[src/rtl/cpu_run_pkg.sv]
// Shared types and default parameter values for the CPU run controller.
package cpu_run_pkg;

  localparam int DEF_NUM_CPUS       = 2;
  localparam int DEF_TIMEOUT_CYCLES = 40;
  localparam int DEF_RESET_CYCLES   = 2;
  localparam int DEF_START_WAIT     = 4;
  localparam int DEF_CNT_W          = 16;

  typedef enum logic [2:0] {
    ST_IDLE,
    ST_RESET,
    ST_RUN,
    ST_DONE,
    ST_TIMEOUT
  } run_state_e;

  // A new run may only be launched once the previous one is over.
  function automatic logic can_start(run_state_e s);
    return (s == ST_IDLE) || (s == ST_DONE) || (s == ST_TIMEOUT);
  endfunction

endpackage

[src/rtl/cpu_run_controller_if.sv]
// Control/status bundle between a run supervisor (master) and the controller (slave).
interface cpu_run_controller_if
  import cpu_run_pkg::*;
#(
  parameter int NUM_CPUS = DEF_NUM_CPUS,
  parameter int CNT_W    = DEF_CNT_W
);

  logic                      start;
  logic                      abort;
  logic                      pause;
  logic [NUM_CPUS-1:0]       active;
  logic [32*NUM_CPUS-1:0]    register_v0;
  logic                      cpu_rst;
  logic                      clk_enable;
  logic [NUM_CPUS-1:0]       finished;
  logic [32*NUM_CPUS-1:0]    v0_capt;
  logic [CNT_W*NUM_CPUS-1:0] cyc_capt;
  logic                      done;
  logic                      timeout;
  logic                      start_err;

  modport master (
    output start, abort, pause, active, register_v0,
    input  cpu_rst, clk_enable, finished, v0_capt, cyc_capt, done, timeout, start_err
  );

  modport slave (
    input  start, abort, pause, active, register_v0,
    output cpu_rst, clk_enable, finished, v0_capt, cyc_capt, done, timeout, start_err
  );

endinterface

[src/rtl/run_channel_monitor.sv]
// Per-CPU completion tracker: falling-edge detect on active, seen-active flag,
// sticky finished flag and capture of v0 / cycle count at completion.
module run_channel_monitor #(
  parameter int CNT_W = 16
) (
  input  logic             clk,
  input  logic             rst_n,
  input  logic             clear,
  input  logic             sample,
  input  logic             start_chk,
  input  logic             active,
  input  logic [31:0]      v0,
  input  logic [CNT_W-1:0] cnt,
  output logic             fall,
  output logic             finished,
  output logic             no_start,
  output logic [31:0]      v0_capt,
  output logic [CNT_W-1:0] cyc_capt
);

  logic prev_active;
  logic seen;

  assign fall = sample && prev_active && !active && !finished;

  always_ff @(posedge clk or negedge rst_n) begin
    // NOTE: capture registers are reset too because their zero value is visible at the outputs.
    if (!rst_n) begin
      prev_active <= 1'b0;
      seen        <= 1'b0;
      finished    <= 1'b0;
      no_start    <= 1'b0;
      v0_capt     <= '0;
      cyc_capt    <= '0;
    end else if (clear) begin
      prev_active <= 1'b0;
      seen        <= 1'b0;
      finished    <= 1'b0;
      no_start    <= 1'b0;
      v0_capt     <= '0;
      cyc_capt    <= '0;
    end else if (sample) begin
      // NOTE: non-blocking, so fall above always sees the pre-edge prev_active and finished.
      prev_active <= active;
      if (active) seen <= 1'b1;
      if (start_chk && !seen && !active) no_start <= 1'b1;
      if (fall) begin
        finished <= 1'b1;
        v0_capt  <= v0;
        cyc_capt <= cnt;
      end
    end
  end

endmodule

[src/rtl/cpu_run_controller.sv]
// Sequences reset / run / completion of a group of CPUs and records per-CPU
// completion data; holds the run FSM and the reset and run cycle counters.
module cpu_run_controller
  import cpu_run_pkg::*;
#(
  parameter int NUM_CPUS       = DEF_NUM_CPUS,
  parameter int TIMEOUT_CYCLES = DEF_TIMEOUT_CYCLES,
  parameter int RESET_CYCLES   = DEF_RESET_CYCLES,
  parameter int START_WAIT     = DEF_START_WAIT,
  parameter int CNT_W          = DEF_CNT_W
) (
  input logic                 clk,
  input logic                 rst_n,
  cpu_run_controller_if.slave bus
);

  localparam int RC_W = (RESET_CYCLES > 1) ? $clog2(RESET_CYCLES) : 1;

  run_state_e                state;
  run_state_e                state_nxt;
  logic [RC_W-1:0]           rst_cnt;
  logic [CNT_W-1:0]          cnt;
  logic                      run_en;
  logic                      accept_start;
  logic                      start_chk;
  logic                      all_fin_nxt;
  logic [NUM_CPUS-1:0]       fall;
  logic [NUM_CPUS-1:0]       finished;
  logic [NUM_CPUS-1:0]       no_start;
  logic [32*NUM_CPUS-1:0]    v0_capt;
  logic [CNT_W*NUM_CPUS-1:0] cyc_capt;

  // Falls are only observed on cycles where the CPUs actually advance.
  assign run_en       = (state == ST_RUN) && !bus.pause && !bus.abort;
  assign accept_start = can_start(state) && bus.start && !bus.abort;
  assign start_chk    = run_en && (cnt == CNT_W'(START_WAIT - 1));
  assign all_fin_nxt  = &(finished | fall);

  always_comb begin
    // NOTE: default first so every path assigns state_nxt and no latch is inferred.
    state_nxt = state;
    if (bus.abort) begin
      state_nxt = ST_IDLE;
    end else begin
      case (state)
        ST_IDLE, ST_DONE, ST_TIMEOUT: if (bus.start) state_nxt = ST_RESET;
        ST_RESET: if (rst_cnt == RC_W'(RESET_CYCLES - 1)) state_nxt = ST_RUN;
        ST_RUN: begin
          // Completion is checked before timeout so a last fall at the limit still wins.
          if (run_en) begin
            if (all_fin_nxt)                            state_nxt = ST_DONE;
            else if (cnt == CNT_W'(TIMEOUT_CYCLES))     state_nxt = ST_TIMEOUT;
          end
        end
        default: state_nxt = ST_IDLE;
      endcase
    end
  end

  always_ff @(posedge clk or negedge rst_n) begin
    if (!rst_n) begin
      state   <= ST_IDLE;
      rst_cnt <= '0;
      cnt     <= '0;
    end else begin
      state <= state_nxt;
      if (accept_start) begin
        rst_cnt <= '0;
        cnt     <= '0;
      end else begin
        if (state == ST_RESET) rst_cnt <= rst_cnt + 1'b1;
        if (run_en && (cnt != '1)) cnt <= cnt + 1'b1;
      end
    end
  end

  for (genvar i = 0; i < NUM_CPUS; i++) begin : g_ch
    run_channel_monitor #(.CNT_W(CNT_W)) u_mon (
      .clk       (clk),
      .rst_n     (rst_n),
      .clear     (accept_start),
      .sample    (run_en),
      .start_chk (start_chk),
      .active    (bus.active[i]),
      .v0        (bus.register_v0[32*i +: 32]),
      .cnt       (cnt),
      .fall      (fall[i]),
      .finished  (finished[i]),
      .no_start  (no_start[i]),
      .v0_capt   (v0_capt[32*i +: 32]),
      .cyc_capt  (cyc_capt[CNT_W*i +: CNT_W])
    );
  end

  assign bus.cpu_rst    = (state == ST_IDLE) || (state == ST_RESET);
  assign bus.clk_enable = (state == ST_RESET) || ((state == ST_RUN) && !bus.pause);
  assign bus.done       = (state == ST_DONE);
  assign bus.timeout    = (state == ST_TIMEOUT);
  assign bus.start_err  = |no_start;
  assign bus.finished   = finished;
  assign bus.v0_capt    = v0_capt;
  assign bus.cyc_capt   = cyc_capt;

endmodule

[src/flat_wrapper.sv]
// flat-port wrapper written by rule: the top's interface ports become plain ports
module cpu_run_controller_flat import cpu_run_pkg::*;
#(
  parameter int NUM_CPUS       = DEF_NUM_CPUS,
  parameter int TIMEOUT_CYCLES = DEF_TIMEOUT_CYCLES,
  parameter int RESET_CYCLES   = DEF_RESET_CYCLES,
  parameter int START_WAIT     = DEF_START_WAIT,
  parameter int CNT_W          = DEF_CNT_W
)
  (clk, rst_n, bus_start, bus_abort, bus_pause, bus_active, bus_register_v0, bus_cpu_rst, bus_clk_enable, bus_finished, bus_v0_capt, bus_cyc_capt, bus_done, bus_timeout, bus_start_err);
  cpu_run_controller_if #(.NUM_CPUS(NUM_CPUS), .CNT_W(CNT_W)) bus_i ();
  input logic clk;
  input logic rst_n;
  input wire logic [$bits(bus_i.start)-1:0] bus_start;
  input wire logic [$bits(bus_i.abort)-1:0] bus_abort;
  input wire logic [$bits(bus_i.pause)-1:0] bus_pause;
  input wire logic [$bits(bus_i.active)-1:0] bus_active;
  input wire logic [$bits(bus_i.register_v0)-1:0] bus_register_v0;
  output wire logic [$bits(bus_i.cpu_rst)-1:0] bus_cpu_rst;
  output wire logic [$bits(bus_i.clk_enable)-1:0] bus_clk_enable;
  output wire logic [$bits(bus_i.finished)-1:0] bus_finished;
  output wire logic [$bits(bus_i.v0_capt)-1:0] bus_v0_capt;
  output wire logic [$bits(bus_i.cyc_capt)-1:0] bus_cyc_capt;
  output wire logic [$bits(bus_i.done)-1:0] bus_done;
  output wire logic [$bits(bus_i.timeout)-1:0] bus_timeout;
  output wire logic [$bits(bus_i.start_err)-1:0] bus_start_err;
  assign bus_i.start = bus_start;
  assign bus_i.abort = bus_abort;
  assign bus_i.pause = bus_pause;
  assign bus_i.active = bus_active;
  assign bus_i.register_v0 = bus_register_v0;
  assign bus_cpu_rst = bus_i.cpu_rst;
  assign bus_clk_enable = bus_i.clk_enable;
  assign bus_finished = bus_i.finished;
  assign bus_v0_capt = bus_i.v0_capt;
  assign bus_cyc_capt = bus_i.cyc_capt;
  assign bus_done = bus_i.done;
  assign bus_timeout = bus_i.timeout;
  assign bus_start_err = bus_i.start_err;
  cpu_run_controller #(.NUM_CPUS(NUM_CPUS), .TIMEOUT_CYCLES(TIMEOUT_CYCLES), .RESET_CYCLES(RESET_CYCLES), .START_WAIT(START_WAIT), .CNT_W(CNT_W)) u_core (.clk(clk), .rst_n(rst_n), .bus(bus_i));
endmodule
[config.mk]
export PLATFORM = sky130hd
export DESIGN_NAME = cpu_run_controller_flat
export DESIGN_NICKNAME = d
export VERILOG_FILES = /design/src/rtl/cpu_run_pkg.sv /design/src/rtl/cpu_run_controller_if.sv /design/src/rtl/run_channel_monitor.sv /design/src/rtl/cpu_run_controller.sv /design/src/flat_wrapper.sv
export SDC_FILE = /design/constraint.sdc
export NUM_CORES = 1
export LEC_CHECK = 0
export CAP_MARGIN = 20
export CELL_PAD_IN_SITES_DETAIL_PLACEMENT = 1
export CELL_PAD_IN_SITES_GLOBAL_PLACEMENT = 1
export CORE_ASPECT_RATIO = 0.6
export CORE_MARGIN = 3
export CORE_UTILIZATION = 30
export CTS_CLUSTER_SIZE = 12
export DETAILED_ROUTE_END_ITERATION = 6
export HOLD_SLACK_MARGIN = 0.1
export MAX_ROUTING_LAYER = met4
export PLACE_DENSITY_LB_ADDON = 0.1
export SYNTH_ARGS = -nofsm -noshare
export SYNTH_HDL_FRONTEND = slang
export SYNTH_HIERARCHICAL = 1
export SYNTH_SLANG_ARGS = --single-unit
[constraint.sdc]
create_clock -name clk -period 2.8 [get_ports clk]
set_input_delay 0.84 -clock clk [delete_from_list [all_inputs] [get_ports clk]]
set_output_delay 0.84 -clock clk [all_outputs]
set_load 0.1 [all_outputs]
==> results.md, run 1 <==
- Power density cells: 551 mW/mm2
- Slew @ Worst Pin: 0.699 ns
- Flop and latch count out of synthesis: 124
- Share of total power consumed by net switching: 0.279
- Clock latency reported for the late side of the worst-skew pair: 0.41 ns
- Number of sinks handled by clock tree synthesis: 124
- Post-place setup slack: -0.286 ns
- Fin Clk Skew: 0.00753 ns
- Placeable core area: 0.0211 mm2
- Crit share post-route: 0.963
- Chip height: 120 um
- Overall overflow remaining after global route: 0
- Net Switching: 1.37 mW
- Routed wire per std cell: 16.9 um
- Final worst setup slack: 0.103 ns
- Portion of the post-synthesis area used by sequential elements: 0.477
- Effective utilization at floorplan: 0.308
- Number of CTS-inserted buffers: 17
- H-tree Lvls: 4
- Req. time, crit path: 1.96 ns
- Overall Power: 4.90 mW
- Crit start category: input pin
- Die outline width: 196 um
- Final non-filler cell area: 0.00890 mm2
- Die Footprint: 0.0235 mm2
- Count of final max-slew check failures: 0
- Share of total power in combinational logic: 0.222
- Average cell area after synthesis: 11.2 um2
- Avg Vias per Cell: 4.54
- Detailed-route wire length: 17800 um
- Nature of the critical path endpoint: primary output
- Leading register cell type out of synthesis: sky130_fd_sc_hd__dfrtp_1
- Maximum clock insertion buffer count: 2
- Cell Area, Synth: 0.00650 mm2
- Number of search-and-repair iterations in the first detailed-routing pass: 4
- Global placer's final weighted congestion: 0.788
- Layout cell share with drive strength beyond 1: 0.227
- Type of the worst setup path: in2out
- Area contributors post-synth: sky130_fd_sc_hd__dfrtp_1 (48%), sky130_fd_sc_hd__nand2b_1 (19%), sky130_fd_sc_hd__mux2i_1 (15%)
- Peak supply drop: 484 uV
- Initial DRC count: 196
- Cell taking the most area after synthesis: sky130_fd_sc_hd__dfrtp_1
- Max Freq: 0.371 GHz
- Standard-cell row count: 41
- All-Layer GR Usage: 0.161
- Count of buffers inserted at the top-level ports: 173
- Hold Slack: 0.384 ns
- Hold Fails Final Rpt: 0
- Buffer count from post-CTS setup fixing: 0
- Clock period minus worst slack: 2.70 ns
- Final Setup Violations: 0
- Clock tree from TritonCTS: done
- RSZ-0062 raised after global routing: false
- FFs w/ async S/R, synth: 1.00
- Count of flip-flops with a built-in enable after synthesis: 0
- Area post-placement: 0.00840 mm2
- Ys Warns: 6
- Antenna violation net count after detailed routing: 0
- Vias in the first global route: 5375
- Class of the worst hold path: in2async
- CP Max Fanout: 2
- Clock power frac: 0.395
- Final #Nets: 837
- Internal power contribution: 3.54 mW
- Signed area change from the synthesized netlist to the final layout: 36.9%
- Nets in the synthesized netlist: 655
- Crit path arrival time: 1.86 ns
- Gate Count Post-Synth: 582
- Seq pwr share: 0.382
- Ports: 174
- DPL Wire Length: 12800 um
- Hold Buf Count CTS: 0
- Area share of the largest cell type after synthesis: 0.477
- Root buffer selected by CTS: sky130_fd_sc_hd__clkbuf_16
- Pin count of the biggest net entering global routing: 52
- Antenna diode count: 0
- Outcome: completed
- Relative max-transition margin: 0.530
- Number of library cell types mapped by synthesis: 47
- Leak: 3.84 nW
- Number of remaining DRC errors: 0
- Routed via count: 4776
- Initial antenna violation count: 0
- Number of gates given a new drive strength after cts: 0
- Fill cells: 2312
- Max-capacitance violation count: 0
- Wire length of the first global-routing pass: 29200 um
- Clock transition time at the flip-flop clock pins of the worst setup and hold paths: 0.05 ns
-- worst max-delay path, cell delays in order --
cell,delay [ns]
sky130_fd_sc_hd__clkdlybuf4s50_1,0.50
sky130_fd_sc_hd__inv_1,0.07
sky130_fd_sc_hd__a21oi_1,0.20
sky130_fd_sc_hd__nor2_2,0.08
sky130_fd_sc_hd__buf_12,0.17
-- sequential cells by signal, summed over array words and instances, names as in the netlist --
signal and cells:
u_core/g_ch.u_mon/seen 2, u_core/rst_cnt 1, u_core/g_ch.u_mon/no_start 2, u_core/state 3, u_core/g_ch.u_mon/finished 2, u_core/g_ch.u_mon/prev_active 2
u_core/g_ch.u_mon/cyc_capt 32, u_core/g_ch.u_mon/v0_capt 64, u_core/cnt 16
-- layout by cell type, fill, tap and decap left out, types with 3 or more instances in the layout --
cell type / count
sky130_fd_sc_hd__nor2_1: 23
sky130_fd_sc_hd__nand2b_1: 195
sky130_fd_sc_hd__dfrtp_1: 124
sky130_fd_sc_hd__xnor2_1: 13
sky130_fd_sc_hd__inv_1: 8
sky130_fd_sc_hd__a211oi_1: 4
sky130_fd_sc_hd__clkbuf_16: 17
sky130_fd_sc_hd__nor4_1: 8
sky130_fd_sc_hd__nand3_1: 6
sky130_fd_sc_hd__or4_1: 3
sky130_fd_sc_hd__clkbuf_1: 3
sky130_fd_sc_hd__mux2i_1: 100
sky130_fd_sc_hd__buf_4: 119
sky130_fd_sc_hd__nor3_1: 3
sky130_fd_sc_hd__nand2_1: 6
sky130_fd_sc_hd__buf_12: 13
sky130_fd_sc_hd__clkinv_2: 3
sky130_fd_sc_hd__a21oi_1: 9
sky130_fd_sc_hd__clkbuf_8: 4
sky130_fd_sc_hd__clkdlybuf4s50_1: 69
-- metrics by stage --
step | TNS (ns) | cells | utilization
after floorplan | -0.0799 | 582 | -
after global placement | -2.48 | 1024 | 0.397
after detailed placement | -7.65 | 1024 | 0.397
after CTS | 0 | 1051 | 0.421
after global routing | 0 | 1051 | 0.421
final | 0 | 1051 | 0.421
-- logic make-up (layout without fill, tap and decap cells) --
logic type | Yosys count | count (layout) | share of synthesized area
AND/OR/NAND/NOR | 269 | 269 | 0.259
flip-flops | 124 | 124 | 0.477
multiplexers | 101 | 101 | 0.156
buffers and inverters | 47 | 237 | 0.0568
AO/OA/AOI/OAI | 26 | 26 | 0.0298
XOR/XNOR | 13 | 13 | 0.0175
adder cells (fa/ha/maj) | 2 | 2 | 0.00385
-- synthesized netlist by cell type (3+ instances only) --
cell / count
sky130_fd_sc_hd__xnor2_1: 13
sky130_fd_sc_hd__nor2_1: 25
sky130_fd_sc_hd__a21oi_1: 9
sky130_fd_sc_hd__dfrtp_1: 124
sky130_fd_sc_hd__clkbuf_1: 20
sky130_fd_sc_hd__mux2i_1: 100
sky130_fd_sc_hd__buf_2: 6
sky130_fd_sc_hd__buf_6: 3
sky130_fd_sc_hd__nand2_1: 6
sky130_fd_sc_hd__inv_1: 8
sky130_fd_sc_hd__buf_12: 10
sky130_fd_sc_hd__or4_1: 3
sky130_fd_sc_hd__nand2b_1: 195
sky130_fd_sc_hd__nor3_1: 3
sky130_fd_sc_hd__a211oi_1: 4
sky130_fd_sc_hd__nand3_1: 6
sky130_fd_sc_hd__nor4_1: 8
-- power by group through the flow --
| stage | clock network [mW] | registers (mW) | logic [mW] |
|---|---|---|---|
| after floorplan | 0 | 1.90 | 0.693 |
| after global placement | 0 | 1.90 | 1.07 |
| after detailed placement | 0 | 1.90 | 1.11 |
| after CTS | 2.02 | 1.87 | 1.11 |
| after global routing | 2.11 | 1.88 | 1.18 |
| final | 1.94 | 1.87 | 1.09 |
-- worst paths after layout --
path,startpoint,endpoint,slack [ns],cells past startpoint
setup / recovery,bus_pause,bus_clk_enable,0.10,5
hold / removal,rst_n,u_core/g_ch[0].u_mon/v0_capt[27],0.38,1
setup reg to reg,u_core/state[1],u_core/state[0],0.45,7
hold reg to reg,u_core/g_ch[1].u_mon/seen,u_core/g_ch[1].u_mon/seen,0.50,2
max in group asynchronous,rst_n,u_core/g_ch[0].u_mon/v0_capt[4],1.71,2
min in group clk,u_core/g_ch[1].u_mon/seen,u_core/g_ch[1].u_mon/seen,0.50,2
-- layer usage --
layer  track usage  share of wire  wire [um]  vias up
li1              -              -          -     2296
met1         0.212           0.48       8570     2394
met2         0.248           0.47       8450       76
met3        0.0426          0.037        655       10
met4        0.0396         0.0077        138        0
met5             -              0          0        -
-- area by class of cell --
type	instances	area, um2	area share
Clock buffer	24	492	0.0552
Multi-Input combinational cell	411	3060	0.343
Sequential cell	124	3100	0.349
Clock inverter	3	15.0	0.00169
Tap cell	279	349	0.0392
Timing Repair Buffer	202	1860	0.208
Inverter	8	30.0	0.00337
Power figures use the tool's default switching activity.
==> inputs of run 2 (changes only) <==
clock period = 2.41 ns   (was 2.8 ns; I/O delays follow)
==> results.md, run 2 (synthesis results as in run 1) <==
- Reg2Reg Launch Point: u_core/state[0]
- Initial DRC count: 244
- H-tree Lvls: 4
- Die Footprint: 0.0235 mm2
- Routed via count: 4895
- Antenna violation net count after detailed routing: 0
- Internal power contribution: 4.24 mW
- Fin Clk Skew: 0.00835 ns
- Clock power frac: 0.393
- Final non-filler cell area: 0.00901 mm2
- Initial antenna violation count: 0
- Nature of the critical path endpoint: flop
- Signed area change from the synthesized netlist to the final layout: 38.6%
- Number of cells traversed by the worst register-to-register path: 7
- Count of final max-slew check failures: 0
- Share of total power consumed by net switching: 0.277
- Relative max-transition margin: 0.515
- Area post-placement: 0.00843 mm2
- CP top delay family: simple AND/OR/NAND/NOR gates
- Global placer's final weighted congestion: 0.791
- CP Max Fanout: 3
- Post-place setup slack: -0.527 ns
- All-Layer GR Usage: 0.160
- Class of the worst hold path: in2async
- Avg Vias per Cell: 4.60
- Leak: 3.91 nW
- Clock tree from TritonCTS: done
- Hold Fails Final Rpt: 0
- Share of total power in combinational logic: 0.236
- Net Switching: 1.62 mW
- Clock latency reported for the late side of the worst-skew pair: 0.42 ns
- Largest register FFs: 64
- Overall overflow remaining after global route: 0
- Detailed-route wire length: 17800 um
- Layer carrying the most global-route usage: met2
- Register-to-register setup slack: 0.19 ns
- Power density cells: 650 mW/mm2
- Met1 GRT Util: 0.209
- Most frequent cells in the layout: sky130_fd_sc_hd__nand2b_1 (195), sky130_fd_sc_hd__buf_4 (128), sky130_fd_sc_hd__dfrtp_1 (124), sky130_fd_sc_hd__mux2i_1 (100), sky130_fd_sc_hd__clkdlybuf4s50_1 (67)
- Sequence of cells on the critical path: dlygate4sd2_1 > or4b_4 > nor2_4 > and4bb_4 > o22a_1 > nor2_1 > a21oi_2 > mux2_1
- Layout cell share with drive strength beyond 1: 0.241
- Crit path arrival time: 2.64 ns
- Number of CTS-inserted buffers: 17
- Vias in the first global route: 5392
- Met3 Track Usage GR: 0.0362
- Max Freq: 0.426 GHz
- Peak supply drop: 947 uV
- Slew @ Worst Pin: 0.721 ns
- Reg with most FFs: u_core/g_ch.u_mon/v0_capt
- Final #Nets: 847
- Chip height: 120 um
- Antenna diode count: 0
- Seq pwr share: 0.371
- Wire length of the first global-routing pass: 28800 um
- Fill cells: 2341
- Crit start category: input pin
- Number of sinks handled by clock tree synthesis: 124
- Routed wire per std cell: 16.7 um
- Worst stage delay on the critical path: 0.54 ns
- Standard cell with the maximum stage delay on the critical path: sky130_fd_sc_hd__or4b_4
- Die outline width: 196 um
- Endpoint of the lowest-slack register-to-register path: u_core/state[0]
- Placeable core area: 0.0211 mm2
- Clock period minus worst slack: 2.35 ns
- Outcome: completed
- Effective utilization at floorplan: 0.308
- Root buffer selected by CTS: sky130_fd_sc_hd__clkbuf_16
- Top Registers: u_core/g_ch.u_mon/v0_capt: 64 flops, u_core/g_ch.u_mon/cyc_capt: 32 flops, u_core/cnt: 16 flops
- Count of buffers inserted at the top-level ports: 173
- Type of the worst setup path: in2reg
- Final Setup Violations: 0
- Standard-cell row count: 41
- Ports: 174
- Crit share post-route: 0.974
- Maximum clock insertion buffer count: 2
- Most common library cell in the layout ignoring fill and taps: sky130_fd_sc_hd__nand2b_1
- Final worst setup slack: 0.0632 ns
- Clock transition time at the flip-flop clock pins of the worst setup and hold paths: 0.05 ns
- Number of search-and-repair iterations in the first detailed-routing pass: 4
- Met2 Track Usage GR: 0.249
- Number of remaining DRC errors: 0
- Buf/Inv on CP: 1
- Max-capacitance violation count: 0
- Pin count of the biggest net entering global routing: 52
- DPL Wire Length: 12800 um
- Req. time, crit path: 2.71 ns
==> run 2: worst max path at each step <==
stage | startpoint | endpoint | slack [ns] | cells after the start
after floorplan | bus_abort | u_core/state[0] | -0.35 | 9
after global placement | bus_abort | u_core/state[0] | -0.46 | 8
after detailed placement | bus_abort | u_core/state[0] | -0.53 | 8
after CTS | u_core/state[0] | bus_clk_enable | 0.01 | 5
after global routing | u_core/state[1] | bus_timeout | -0.01 | 5
final | bus_abort | u_core/state[0] | 0.06 | 8
==> run 2: metrics by stage <==
step	util	power, mW	instances	TNS (ns)	hold slack (ns)
after floorplan	-	3.04	582	-0.686	0.427
after global placement	0.399	3.51	1030	-40.32	0.475
after detailed placement	0.399	3.54	1030	-45.63	0.487
after CTS	0.424	5.92	1061	0	0.229
after global routing	0.426	6.15	1064	-0.0202	0.252
final	0.426	5.86	1064	0	0.227
==> run 2: metal layers <==
layer	wire (um)	part of all wire
met5	0	0
met4	227	0.013
met3	685	0.038
met2	8320	0.47
met1	8590	0.48
==> run 2: final cells by class <==
cell class / count / area (um2) / area share
Timing Repair Buffer: 212 / 1920 / 0.213
Clock buffer: 29 / 520 / 0.0578
Sequential cell: 124 / 3100 / 0.344
Inverter: 8 / 30.0 / 0.00333
Clock inverter: 1 / 5.00 / 0.000555
Multi-Input combinational cell: 411 / 3080 / 0.342
Tap cell: 279 / 349 / 0.0387
==> run 2: timing repair <==
action,in CTS,in global routing
pin swaps,4,1
setup endpoints to repair,17,1
gates resized for setup,4,5
hold buffers,0,0
buffers inserted,1,3
==> run 2: power by group through the flow <==
stage	clock network (mW)	registers (mW)	logic, mW
floorplan	0	2.21	0.830
global placement	0	2.20	1.31
detailed placement	0	2.21	1.34
CTS	2.41	2.17	1.35
global route	2.49	2.18	1.49
finish	2.30	2.17	1.38
==> run 2: worst reg2reg max path, cell delays in order (launching register included) <==
cell and delay [ns]:
sky130_fd_sc_hd__dfrtp_1 0.41, sky130_fd_sc_hd__or4b_4 0.57, sky130_fd_sc_hd__nor2_4 0.12, sky130_fd_sc_hd__and4bb_4 0.24, sky130_fd_sc_hd__o22a_1 0.17, sky130_fd_sc_hd__nor2_1 0.08, sky130_fd_sc_hd__a21oi_2 0.17, sky130_fd_sc_hd__mux2_1 0.34
